--- src/rtl/midi_pkg.sv ---
// midi_pkg: shared MIDI definitions.
//   - channel-voice status-nibble constants
//   - receiver state enum used by the byte receiver FSM
//   - exp_data_cnt(): number of data bytes a channel status expects
package midi_pkg;

   localparam logic [3:0] NOTE_OFF = 4'h8;
   localparam logic [3:0] NOTE_ON  = 4'h9;
   localparam logic [3:0] POLY_AT  = 4'hA;
   localparam logic [3:0] CC       = 4'hB;
   localparam logic [3:0] PROG     = 4'hC;
   localparam logic [3:0] CHAN_AT  = 4'hD;
   localparam logic [3:0] PITCH    = 4'hE;

   // Width of the baud counter; 13 bits covers BAUD_CNT up to 8192.
   localparam int unsigned CntW = 13;

   typedef enum logic [1:0] {StIdle, StStart, StData, StStop} rx_state_e;

   // Data bytes expected after a channel status; 0 for anything else.
   function automatic logic [1:0] exp_data_cnt(input logic [7:0] status);
      logic [1:0] cnt;
      case (status[7:4])
         NOTE_OFF, NOTE_ON, POLY_AT, CC, PITCH: cnt = 2'd2;
         PROG, CHAN_AT:                         cnt = 2'd1;
         default:                               cnt = 2'd0;
      endcase
      return cnt;
   endfunction

endpackage

--- src/rtl/midi_rx_parser_if.sv ---
// midi_rx_parser_if: serial MIDI input plus decoded-message outputs.
//   midi_rx    serial line, idle high (driven by slave side)
//   msg_valid  one-cycle strobe, complete channel message
//   msg_status status byte of the message
//   msg_data1  first data byte
//   msg_data2  second data byte, 0 for one-data-byte messages
//   frame_err  one-cycle strobe, stop bit sampled low
// master: the parser. slave: whoever feeds the line and consumes messages.
interface midi_rx_parser_if;
   logic       midi_rx;
   logic       msg_valid;
   logic [7:0] msg_status;
   logic [7:0] msg_data1;
   logic [7:0] msg_data2;
   logic       frame_err;

   modport master (
      input  midi_rx,
      output msg_valid, msg_status, msg_data1, msg_data2, frame_err
   );

   modport slave (
      output midi_rx,
      input  msg_valid, msg_status, msg_data1, msg_data2, frame_err
   );
endinterface

--- src/rtl/midi_uart_rx.sv ---
// midi_uart_rx: 8N1 serial byte receiver for the MIDI line.
//   clk          system clock
//   rst          asynchronous active-low reset
//   rx_i         raw serial line, idle high
//   byte_o       last received byte
//   byte_valid_o one-cycle strobe, the cycle after a good stop bit
//   frame_err_o  one-cycle strobe, the cycle after a low stop bit
// Parameter BAUD_CNT: clk cycles per bit.
module midi_uart_rx
   import midi_pkg::*;
#(
   parameter int unsigned BAUD_CNT = 3200
) (
   input  logic       clk,
   input  logic       rst,
   input  logic       rx_i,
   output logic [7:0] byte_o,
   output logic       byte_valid_o,
   output logic       frame_err_o
);

   localparam logic [CntW-1:0] BitLast  = CntW'(BAUD_CNT - 1);
   localparam logic [CntW-1:0] HalfLast = CntW'(BAUD_CNT / 2 - 1);

   logic [1:0]      sync_q;
   logic            rx_prev_q;
   rx_state_e       state_q;
   logic [CntW-1:0] cnt_q;
   logic [2:0]      bit_q;
   logic [7:0]      shift_q;
   logic            rx_s;

   assign rx_s = sync_q[1];

   // Synchronizer resets to the idle level so reset release is not a start edge.
   always_ff @(posedge clk or negedge rst) begin
      if (!rst) begin
         sync_q    <= 2'b11;
         rx_prev_q <= 1'b1;
      end else begin
         sync_q    <= {sync_q[0], rx_i};
         rx_prev_q <= rx_s;
      end
   end

   always_ff @(posedge clk or negedge rst) begin
      if (!rst) begin
         state_q      <= StIdle;
         cnt_q        <= '0;
         bit_q        <= '0;
         shift_q      <= '0;
         byte_o       <= '0;
         byte_valid_o <= 1'b0;
         frame_err_o  <= 1'b0;
      end else begin
         byte_valid_o <= 1'b0;
         frame_err_o  <= 1'b0;
         unique case (state_q)
            StIdle: begin
               // Counter restarts on every start edge, so timing never drifts.
               if (rx_prev_q && !rx_s) begin
                  state_q <= StStart;
                  cnt_q   <= '0;
               end
            end
            StStart: begin
               if (cnt_q == HalfLast) begin
                  cnt_q   <= '0;
                  bit_q   <= '0;
                  state_q <= rx_s ? StIdle : StData;
               end else begin
                  cnt_q <= cnt_q + 1'b1;
               end
            end
            StData: begin
               if (cnt_q == BitLast) begin
                  cnt_q   <= '0;
                  shift_q <= {rx_s, shift_q[7:1]};
                  bit_q   <= bit_q + 1'b1;
                  if (bit_q == 3'd7) state_q <= StStop;
               end else begin
                  cnt_q <= cnt_q + 1'b1;
               end
            end
            StStop: begin
               if (cnt_q == BitLast) begin
                  cnt_q   <= '0;
                  state_q <= StIdle;
                  if (rx_s) begin
                     byte_o       <= shift_q;
                     byte_valid_o <= 1'b1;
                  end else begin
                     frame_err_o <= 1'b1;
                  end
               end else begin
                  cnt_q <= cnt_q + 1'b1;
               end
            end
            default: state_q <= StIdle;
         endcase
      end
   end

endmodule

--- src/rtl/midi_rx_parser.sv ---
// midi_rx_parser: MIDI channel-message parser on top of midi_uart_rx.
//   clk      system clock
//   rst      asynchronous active-low reset
//   midi_io  midi_rx_parser_if.master: serial in, msg_* / frame_err out
// Parameter BAUD_CNT: clk cycles per MIDI bit (3200 = 31250 baud at 100 MHz).
// Build option MIDI_RUNNING_STATUS_EN: keep the status after a completed
// message so further data bytes form new messages (running status).
// Without it the status is invalidated after every message.
module midi_rx_parser
   import midi_pkg::*;
#(
   parameter int unsigned BAUD_CNT = 3200
) (
   input  logic            clk,
   input  logic            rst,
   midi_rx_parser_if.master midi_io
);

   logic [7:0] rx_byte;
   logic       rx_valid;
   logic       rx_ferr;

   midi_uart_rx #(
      .BAUD_CNT(BAUD_CNT)
   ) u_uart (
      .clk         (clk),
      .rst         (rst),
      .rx_i        (midi_io.midi_rx),
      .byte_o      (rx_byte),
      .byte_valid_o(rx_valid),
      .frame_err_o (rx_ferr)
   );

   logic [7:0] status_q;
   logic       status_vld_q;
   logic       idx_q;       // 0: expecting data1, 1: expecting data2
   logic [7:0] data1_q;
   logic       msg_valid_q;
   logic [7:0] msg_status_q;
   logic [7:0] msg_data1_q;
   logic [7:0] msg_data2_q;
   logic [1:0] need;

   assign need = exp_data_cnt(status_q);

   always_ff @(posedge clk or negedge rst) begin
      if (!rst) begin
         status_q     <= '0;
         status_vld_q <= 1'b0;
         idx_q        <= 1'b0;
         data1_q      <= '0;
         msg_valid_q  <= 1'b0;
         msg_status_q <= '0;
         msg_data1_q  <= '0;
         msg_data2_q  <= '0;
      end else begin
         msg_valid_q <= 1'b0;
         if (rx_valid) begin
            if (rx_byte[7:3] == 5'b11111) begin
               // Real-time bytes pass through without touching any state.
            end else if (rx_byte[7:4] == 4'hF) begin
               status_vld_q <= 1'b0;
               idx_q        <= 1'b0;
            end else if (rx_byte[7]) begin
               // New status abandons any partial message.
               status_q     <= rx_byte;
               status_vld_q <= 1'b1;
               idx_q        <= 1'b0;
            end else if (status_vld_q) begin
               if (!idx_q && need == 2'd2) begin
                  data1_q <= rx_byte;
                  idx_q   <= 1'b1;
               end else begin
                  msg_valid_q  <= 1'b1;
                  msg_status_q <= status_q;
                  msg_data1_q  <= idx_q ? data1_q : rx_byte;
                  msg_data2_q  <= idx_q ? rx_byte : 8'h00;
                  idx_q        <= 1'b0;
`ifdef MIDI_RUNNING_STATUS_EN
                  status_vld_q <= 1'b1;
`else
                  status_vld_q <= 1'b0;
`endif
               end
            end
         end
      end
   end

   assign midi_io.msg_valid  = msg_valid_q;
   assign midi_io.msg_status = msg_status_q;
   assign midi_io.msg_data1  = msg_data1_q;
   assign midi_io.msg_data2  = msg_data2_q;
   assign midi_io.frame_err  = rx_ferr;

endmodule

--- src/flat_wrapper.sv ---
// flat-port wrapper written by rule: the top's interface ports become plain ports
module midi_rx_parser_flat import midi_pkg::*;
#(
   parameter int unsigned BAUD_CNT = 3200
)
  (clk, rst, midi_io_midi_rx, midi_io_msg_valid, midi_io_msg_status, midi_io_msg_data1, midi_io_msg_data2, midi_io_frame_err);
  midi_rx_parser_if midi_io_i ();
  input  logic clk;
  input  logic rst;
  input wire logic [$bits(midi_io_i.midi_rx)-1:0] midi_io_midi_rx;
  output wire logic [$bits(midi_io_i.msg_valid)-1:0] midi_io_msg_valid;
  output wire logic [$bits(midi_io_i.msg_status)-1:0] midi_io_msg_status;
  output wire logic [$bits(midi_io_i.msg_data1)-1:0] midi_io_msg_data1;
  output wire logic [$bits(midi_io_i.msg_data2)-1:0] midi_io_msg_data2;
  output wire logic [$bits(midi_io_i.frame_err)-1:0] midi_io_frame_err;
  assign midi_io_i.midi_rx = midi_io_midi_rx;
  assign midi_io_msg_valid = midi_io_i.msg_valid;
  assign midi_io_msg_status = midi_io_i.msg_status;
  assign midi_io_msg_data1 = midi_io_i.msg_data1;
  assign midi_io_msg_data2 = midi_io_i.msg_data2;
  assign midi_io_frame_err = midi_io_i.frame_err;
  midi_rx_parser #(.BAUD_CNT(BAUD_CNT)) u_core (.clk(clk), .rst(rst), .midi_io(midi_io_i));
endmodule
--- config.mk ---
export PLATFORM = sky130hd
export DESIGN_NAME = midi_rx_parser_flat
export DESIGN_NICKNAME = d
export VERILOG_FILES = /design/src/rtl/midi_pkg.sv /design/src/rtl/midi_rx_parser_if.sv /design/src/rtl/midi_uart_rx.sv /design/src/rtl/midi_rx_parser.sv /design/src/flat_wrapper.sv
export SDC_FILE = /design/constraint.sdc
export NUM_CORES = 1
export LEC_CHECK = 0
export BUFFER_PORTS_ARGS = -buffer_cell sky130_fd_sc_hd__buf_2
export CAP_MARGIN = 20
export CORE_UTILIZATION = 45
export CTS_CLUSTER_DIAMETER = 100
export CTS_CLUSTER_SIZE = 40
export DETAILED_ROUTE_END_ITERATION = 7
export GPL_ROUTABILITY_DRIVEN = 0
export PLACE_DENSITY = 0.65
export SLEW_MARGIN = 5
export SYNTH_ARGS = -nofsm -noshare
export SYNTH_HDL_FRONTEND = slang
export SYNTH_SLANG_ARGS = --single-unit
--- constraint.sdc ---
create_clock -name clk -period 2.1 [get_ports clk]
set_input_delay 0.21 -clock clk [delete_from_list [all_inputs] [get_ports clk]]
set_output_delay 0.21 -clock clk [all_outputs]
set_load 0.01 [all_outputs]
==> out/metrics.cfg, run 1 <==
[pwr]
ir_drop_v=0.000580
leakage_nw=1.97
powerDensity_mw_per_mm2=791

[placed_design]
port_buffers=26
hpwlAfterDp_um=4410

[global_route]
grt.total_usage_pct=18.1
grt_pass1_wl_um=10800
gr-total-overflow=0
grt_pass1_vias=2280
grt_max_degree=41
antenna_found_initial=0

[timing]
finalCriticalPeriod_ns=2.03
clock-skew-final_ns=0.0119
worst_hold_slack_ns=0.359
finalSetupViolations=0
rsz0062_at_grt=false
slew_violations=0
hold_viol_final=0
tns_ns=0
fin_crit_sh_pct=96.7
fmax_mhz=492

[clock_network]
clockBufferDepth=2
clkTransAtPathRegs_ns=0.09
cts.sinks=79
cts_tree=done
htree_levels=3
cts-buffers-inserted=9
clock_latency_ns=0.35
cts.root.buffer_cell=clkbuf_8

[layout]
multiInputGateArea_mm2=0.00128
seq_area_mm2=0.00198
fill_cells=660
area_delta_synth_final_pct=18.2
antennaDiodeCount=0
post_route_cells_drive_above_1_share_pct=29.4
nNetsFinal=351

[route]
num_vias=2330
dr.first_iter.drc_count=122
drc_errors=0
wl_per_cell_um=13.8
drt-vias-per-instance=5.19
drt_pass1_iterations=4
totalWireLength_um=6180
antenna_left=0

[setup_path]
crit_family=simple AND/OR/NAND/NOR gates
path_class=reg -> reg
r2r_slack_ns=0.07
crit_required_ns=2.34
slowest_stage=or4_4
r2r_end=u_core.u_uart.cnt_q[1]$_DFFE_PN0P_
r2r.worst_path.cells=5
path_depth=5
critical_path.endpoint=u_core.u_uart.cnt_q[1]$_DFFE_PN0P_
startpoint=u_core.u_uart.cnt_q[8]$_DFFE_PN0P_
cp_num_buf_inv=1
max_stage_delay_ns=0.44
cp-end-kind=flop
worstPathCellList=or3_1 -> or4_4 -> a22o_4 -> buf_12 -> a22o_1
start_kind=flop
r2r-start=u_core.u_uart.cnt_q[8]$_DFFE_PN0P_
path_max_fanout=14
cp.arrival_ns=2.27

[flow_run]
maxCapViolations=0

[synthesis]
ys_top_cells_by_area=dfrtp_1, mux2_2, nand2_1
synth_area_mm2=0.00336
synth_area_per_cell_um2=11.4
async_flop_share_pct=100
synth_top_cell_by_area=dfrtp_1
synth_edf_count=0
synth.yosys.seq_area_share_pct=58.9
synth_cell_types=43
yosysTopAreaCellShare_pct=56.6
yosys_register_bits=79
synth-main-ff-cell=dfrtp_1
yosysMostFrequentCell=dfrtp_1
synth_top_cells_by_count=dfrtp_1, nand2_1, mux2_2
syn-instance-count=294
synth_warnings=0

[outcome]
status=finished clean

[die]
fp.dieW_um=88.4
start_util_pct=46.4
core_area_mm2=0.00725
io_pins=29
die_y_um=88.4
floorplan.rows=31
die_area_mm2=0.00782

[worst_hold_path]
holdCritPathClass=in -> async

==> where the power goes <==
part / switching, mW / total (mW) / internal [mW] / leakage (nW)
Combinational: 0.265 / 0.481 / 0.216 / 0.800
Clock: 0.584 / 1.03 / 0.450 / 0.0856
Sequential: 0.0575 / 1.63 / 1.57 / 1.09
==> metrics by stage <==
stage,setup slack [ns],utilization (%),area [um^2],power [mW],std cells
global route,0.0128,54.8,3970,3.32,449
detailed placement,0.0316,51.8,3750,2.12,431
finish,0.0683,54.8,3970,3.14,449
CTS,0.0115,54.6,3960,3.18,449
floorplan,0.0197,-,3370,1.94,295
global placement,0.0783,51.8,3750,2.11,431
==> sequential cells by signal, indices dropped and copies added, names as in the netlist, named ones only <==
signal and cells:
u_core.u_uart.frame_err_o 1, u_core.midi_io.msg_data2 7, u_core.u_uart.bit_q 3, u_core.midi_io.msg_data1 7, u_core.status_q 8, u_core.status_vld_q 1
u_core.u_uart.byte_valid_o 1, u_core.midi_io.msg_valid 1, u_core.idx_q 1, u_core.u_uart.byte_o 8, u_core.data1_q 7, u_core.u_uart.state_q 1
u_core.u_uart.shift_q 8, u_core.u_uart.cnt_q 13, u_core.u_uart.rx_prev_q 1, u_core.u_uart.sync_q 2, u_core.midi_io.msg_status 8
==> cell type report <==
type                       count  area share (%)
sequential                    79            49.9
inverter                       9           0.850
multi-input combinational    193            32.2
clock buffer                   9            3.12
tap                           99            3.12
timing repair buffer          53            9.20
clock inverter                 7            1.64
==> cell usage in the layout, fill, tap and decap left out, drive strengths merged, types with 3 or more instances in the layout <==
cell type / synthesis / routed
o21ai: 27 / 27
nor3: 5 / 5
mux2: 27 / 27
dfrtp: 76 / 76
mux2i: 8 / 8
buf: 6 / 51
a31oi: 7 / 7
inv: 8 / 11
nand3: 9 / 9
clkinvlp: 0 / 3
a21oi: 9 / 9
nand3b: 5 / 5
clkbuf: 8 / 9
ha: 3 / 3
nor2: 10 / 10
a22o: 10 / 10
nand2: 43 / 43
dfstp: 3 / 3
==> logic make-up (layout without fill, tap and decap cells) <==
| family | after synthesis | after routing | synth area share (%) |
|---|---|---|---|
| AO/OA/AOI/OAI | 64 | 64 | 11.9 |
| XOR/XNOR | 2 | 2 | 0.521 |
| adder cells (fa/ha/maj) | 3 | 3 | 1.12 |
| buffers and inverters | 23 | 78 | 3.50 |
| flip-flops | 79 | 79 | 58.9 |
| multiplexers | 35 | 35 | 11.4 |
| other | 1 | 2 | 0.112 |
| AND/OR/NAND/NOR | 87 | 87 | 12.5 |
==> routing by layer <==
metal,vias to the layer above,track usage [%],routed length [um],share of wire (%)
li1,1141,-,-,-
met1,1141,22.3,2900,47
met2,41,31.0,3020,49
met3,7,5.60,200,3.2
met4,0,4.84,57,0.92
met5,-,0,0,0
==> repair_timing <==
| action | 4_1_cts | 5_1_grt |
|---|---|---|
| endpoints found under the setup margin | 0 | 7 |
| hold buffers | 2 | 0 |
| setup buffers | 0 | 0 |
| endpoints found under the hold margin | 40 | 0 |
| gates resized for setup | 0 | 2 |
==> how the worst min path moves through the flow <==
| stage | cells after the start | end | slack (ns) | from |
|---|---|---|---|---|
| 6_report | 2 | u_core.midi_io.msg_status[5]$_DFFE_PN0P_ | 0.36 | rst |
| 3_5_place_dp | 1 | u_core.status_q[6]$_DFFE_PN0P_ | 0.21 | rst |
| 5_1_grt | 0 | u_core.u_uart.sync_q[1]$_DFF_PN1_ | 0.37 | u_core.u_uart.sync_q[0]$_DFF_PN1_ |
| 2_1_floorplan | 0 | async pin | -0.09 | rst |
| 3_3_place_gp | 1 | u_core.midi_io.msg_status[6]$_DFFE_PN0P_ | 0.21 | rst |
| 4_1_cts | 2 | u_core.midi_io.msg_data1[3]$_DFFE_PN0P_ | 0.36 | rst |
(Power assumes the default switching activity.)
==> run 2: changes to the inputs <==
MAX_ROUTING_LAYER = met4   (was default)
==> out/metrics.cfg, run 2 (synthesis results as in run 1) <==
[outcome]
status=finished clean

[setup_path]
r2r-start=u_core.u_uart.cnt_q[8]$_DFFE_PN0P_
worstPathCellList=or3_1 -> or4_4 -> a22o_4 -> buf_12 -> a22o_1
path_class=reg -> reg
r2r_end=u_core.u_uart.cnt_q[1]$_DFFE_PN0P_
path_max_fanout=14  ; unchanged
start_kind=flop
r2r_slack_ns=0.07  ; about the same
crit_required_ns=2.34  ; about the same
max_stage_delay_ns=0.44  ; about the same
cp-end-kind=flop
cp.arrival_ns=2.27  ; about the same
r2r.worst_path.cells=5  ; unchanged
slowest_stage=or4_4

[clock_network]
cts-buffers-inserted=9  ; unchanged
clkTransAtPathRegs_ns=0.09  ; about the same
cts_setup_buffers=0  ; unchanged
clockBufferDepth=2  ; unchanged
cts.sinks=79  ; unchanged
cts_tree=done
clock_latency_ns=0.35  ; about the same
htree_levels=3  ; unchanged
cts.root.buffer_cell=clkbuf_8

[layout]
fin_cells=449  ; unchanged
mostFrequentLayoutCells=dfrtp_1, nand2_1, mux2_2, o21ai_0, buf_2
nNetsFinal=351  ; unchanged
area_delta_synth_final_pct=18.2  ; unchanged
largest_reg_flops=13  ; unchanged
seq_area_mm2=0.00198  ; unchanged
multiInputGateArea_mm2=0.00128  ; unchanged
fin_area_mm2=0.00397  ; unchanged
antennaDiodeCount=0  ; unchanged
fin_util_pct=54.8  ; unchanged
final_common_cell=dfrtp_1
fill_cells=660  ; unchanged
post_route_cells_drive_above_1_share_pct=29.4  ; unchanged
largest_register=u_core.u_uart.cnt_q

[global_route]
antenna_found_initial=0  ; unchanged
grt_pass1_vias=2282  ; +0.088%
grt_max_degree=41  ; unchanged
gr-total-overflow=0  ; unchanged
grt_pass1_wl_um=10800  ; about the same
grt.total_usage_pct=18.8  ; +0.62 points

[pwr]
power_mw=3.14  ; about the same
powerDensity_mw_per_mm2=792  ; about the same
ir_drop_v=0.000580  ; about the same
leakage_nw=1.97  ; unchanged

[placed_design]
hpwlAfterDp_um=4410  ; unchanged
dp.cells=431  ; unchanged
port_buffers=26  ; unchanged
dpl_worst_slack_ns=0.0316  ; unchanged
placed_cell_area_mm2=0.00375  ; unchanged

[timing]
hold_viol_final=0  ; unchanged
slew_violations=0  ; unchanged
fmax_mhz=492  ; unchanged
clock-skew-final_ns=0.0119  ; +0.0000925 ns
fin_crit_sh_pct=96.7  ; about the same
worst_hold_slack_ns=0.359  ; -0.0000170 ns
finalCriticalPeriod_ns=2.03  ; -0.000000200 ns
worst_slack_ns=0.0683  ; +0.000000200 ns
rsz0062_at_grt=false
tns_ns=0  ; unchanged
finalSetupViolations=0  ; unchanged

[die]
core_area_mm2=0.00725  ; unchanged
die_area_mm2=0.00782  ; unchanged
die_y_um=88.4  ; unchanged
start_util_pct=46.4  ; unchanged
io_pins=29  ; unchanged
fp.dieW_um=88.4  ; unchanged
floorplan.rows=31  ; unchanged

[route]
totalWireLength_um=6190  ; about the same
drc_errors=0  ; unchanged
drt-vias-per-instance=5.19  ; about the same
dr.first_iter.drc_count=122  ; unchanged
antenna_left=0  ; unchanged
wl_per_cell_um=13.8  ; about the same
drt_pass1_iterations=4  ; unchanged
num_vias=2329  ; -0.043%

[worst_hold_path]
holdCritPathClass=in -> async

[flow_run]
maxCapViolations=0  ; unchanged

run 2: layout make-up:
| cell class | instances | share of cell area [%] |
|---|---|---|
| inverters | 9 | 0.850 |
| multi-input cells | 193 | 32.2 |
| flip-flops and latches | 79 | 49.9 |
| clock inverters | 7 | 1.64 |
| clock buffers | 9 | 3.12 |
| well taps | 99 | 3.12 |
| repair buffers | 53 | 9.20 |
run 2: worst max path at each step:
stage,start,end,depth (start not counted),slack [ns]
5_1_grt,u_core.u_uart.cnt_q[8]$_DFFE_PN0P_,u_core.u_uart.cnt_q[9]$_DFFE_PN0P_,6,0.01
3_3_place_gp,u_core.u_uart.cnt_q[8]$_DFFE_PN0P_,u_core.u_uart.cnt_q[1]$_DFFE_PN0P_,5,0.08
4_1_cts,u_core.u_uart.cnt_q[8]$_DFFE_PN0P_,u_core.u_uart.cnt_q[1]$_DFFE_PN0P_,5,0.01
3_5_place_dp,u_core.u_uart.cnt_q[8]$_DFFE_PN0P_,u_core.u_uart.cnt_q[1]$_DFFE_PN0P_,5,0.03
6_report,u_core.u_uart.cnt_q[8]$_DFFE_PN0P_,u_core.u_uart.cnt_q[1]$_DFFE_PN0P_,5,0.07
2_1_floorplan,u_core.u_uart.cnt_q[7]$_DFFE_PN0P_,u_core.u_uart.cnt_q[1]$_DFFE_PN0P_,7,0.02
run 2: critical path: cells and delay by family (launching register included):
kind | cells | cell delay (ns)
AOI/OAI and AO/OA | 2 | 0.53
buffers and inverters | 1 | 0.15
DFF | 1 | 0.41
and+or+nand+nor | 2 | 0.84
run 2: power breakdown:
part	switching, mW	internal (mW)
registers	0.0576	1.57
logic	0.265	0.216
clock network	0.584	0.450
total	0.907	2.24
run 2: timing repair:
| item | 4_1_cts | 5_1_grt |
|---|---|---|
| endpoints found under the hold margin | 40 | 0 |
| setup endpoints to repair | 0 | 7 |
| gates resized for setup | 0 | 2 |
| hold buffers | 2 | 0 |
run 2: metal layers:
layer / up-vias / wire [um] / part of all wire [%] / global-route usage, %
li1: 1140 / - / - / -
met1: 1141 / 2900 / 47 / 22.4
met3: 7 / 200 / 3.2 / 5.60
met2: 41 / 3030 / 49 / 31.0
met4: 0 / 57 / 0.92 / 4.84
met5: - / 0 / 0 / -
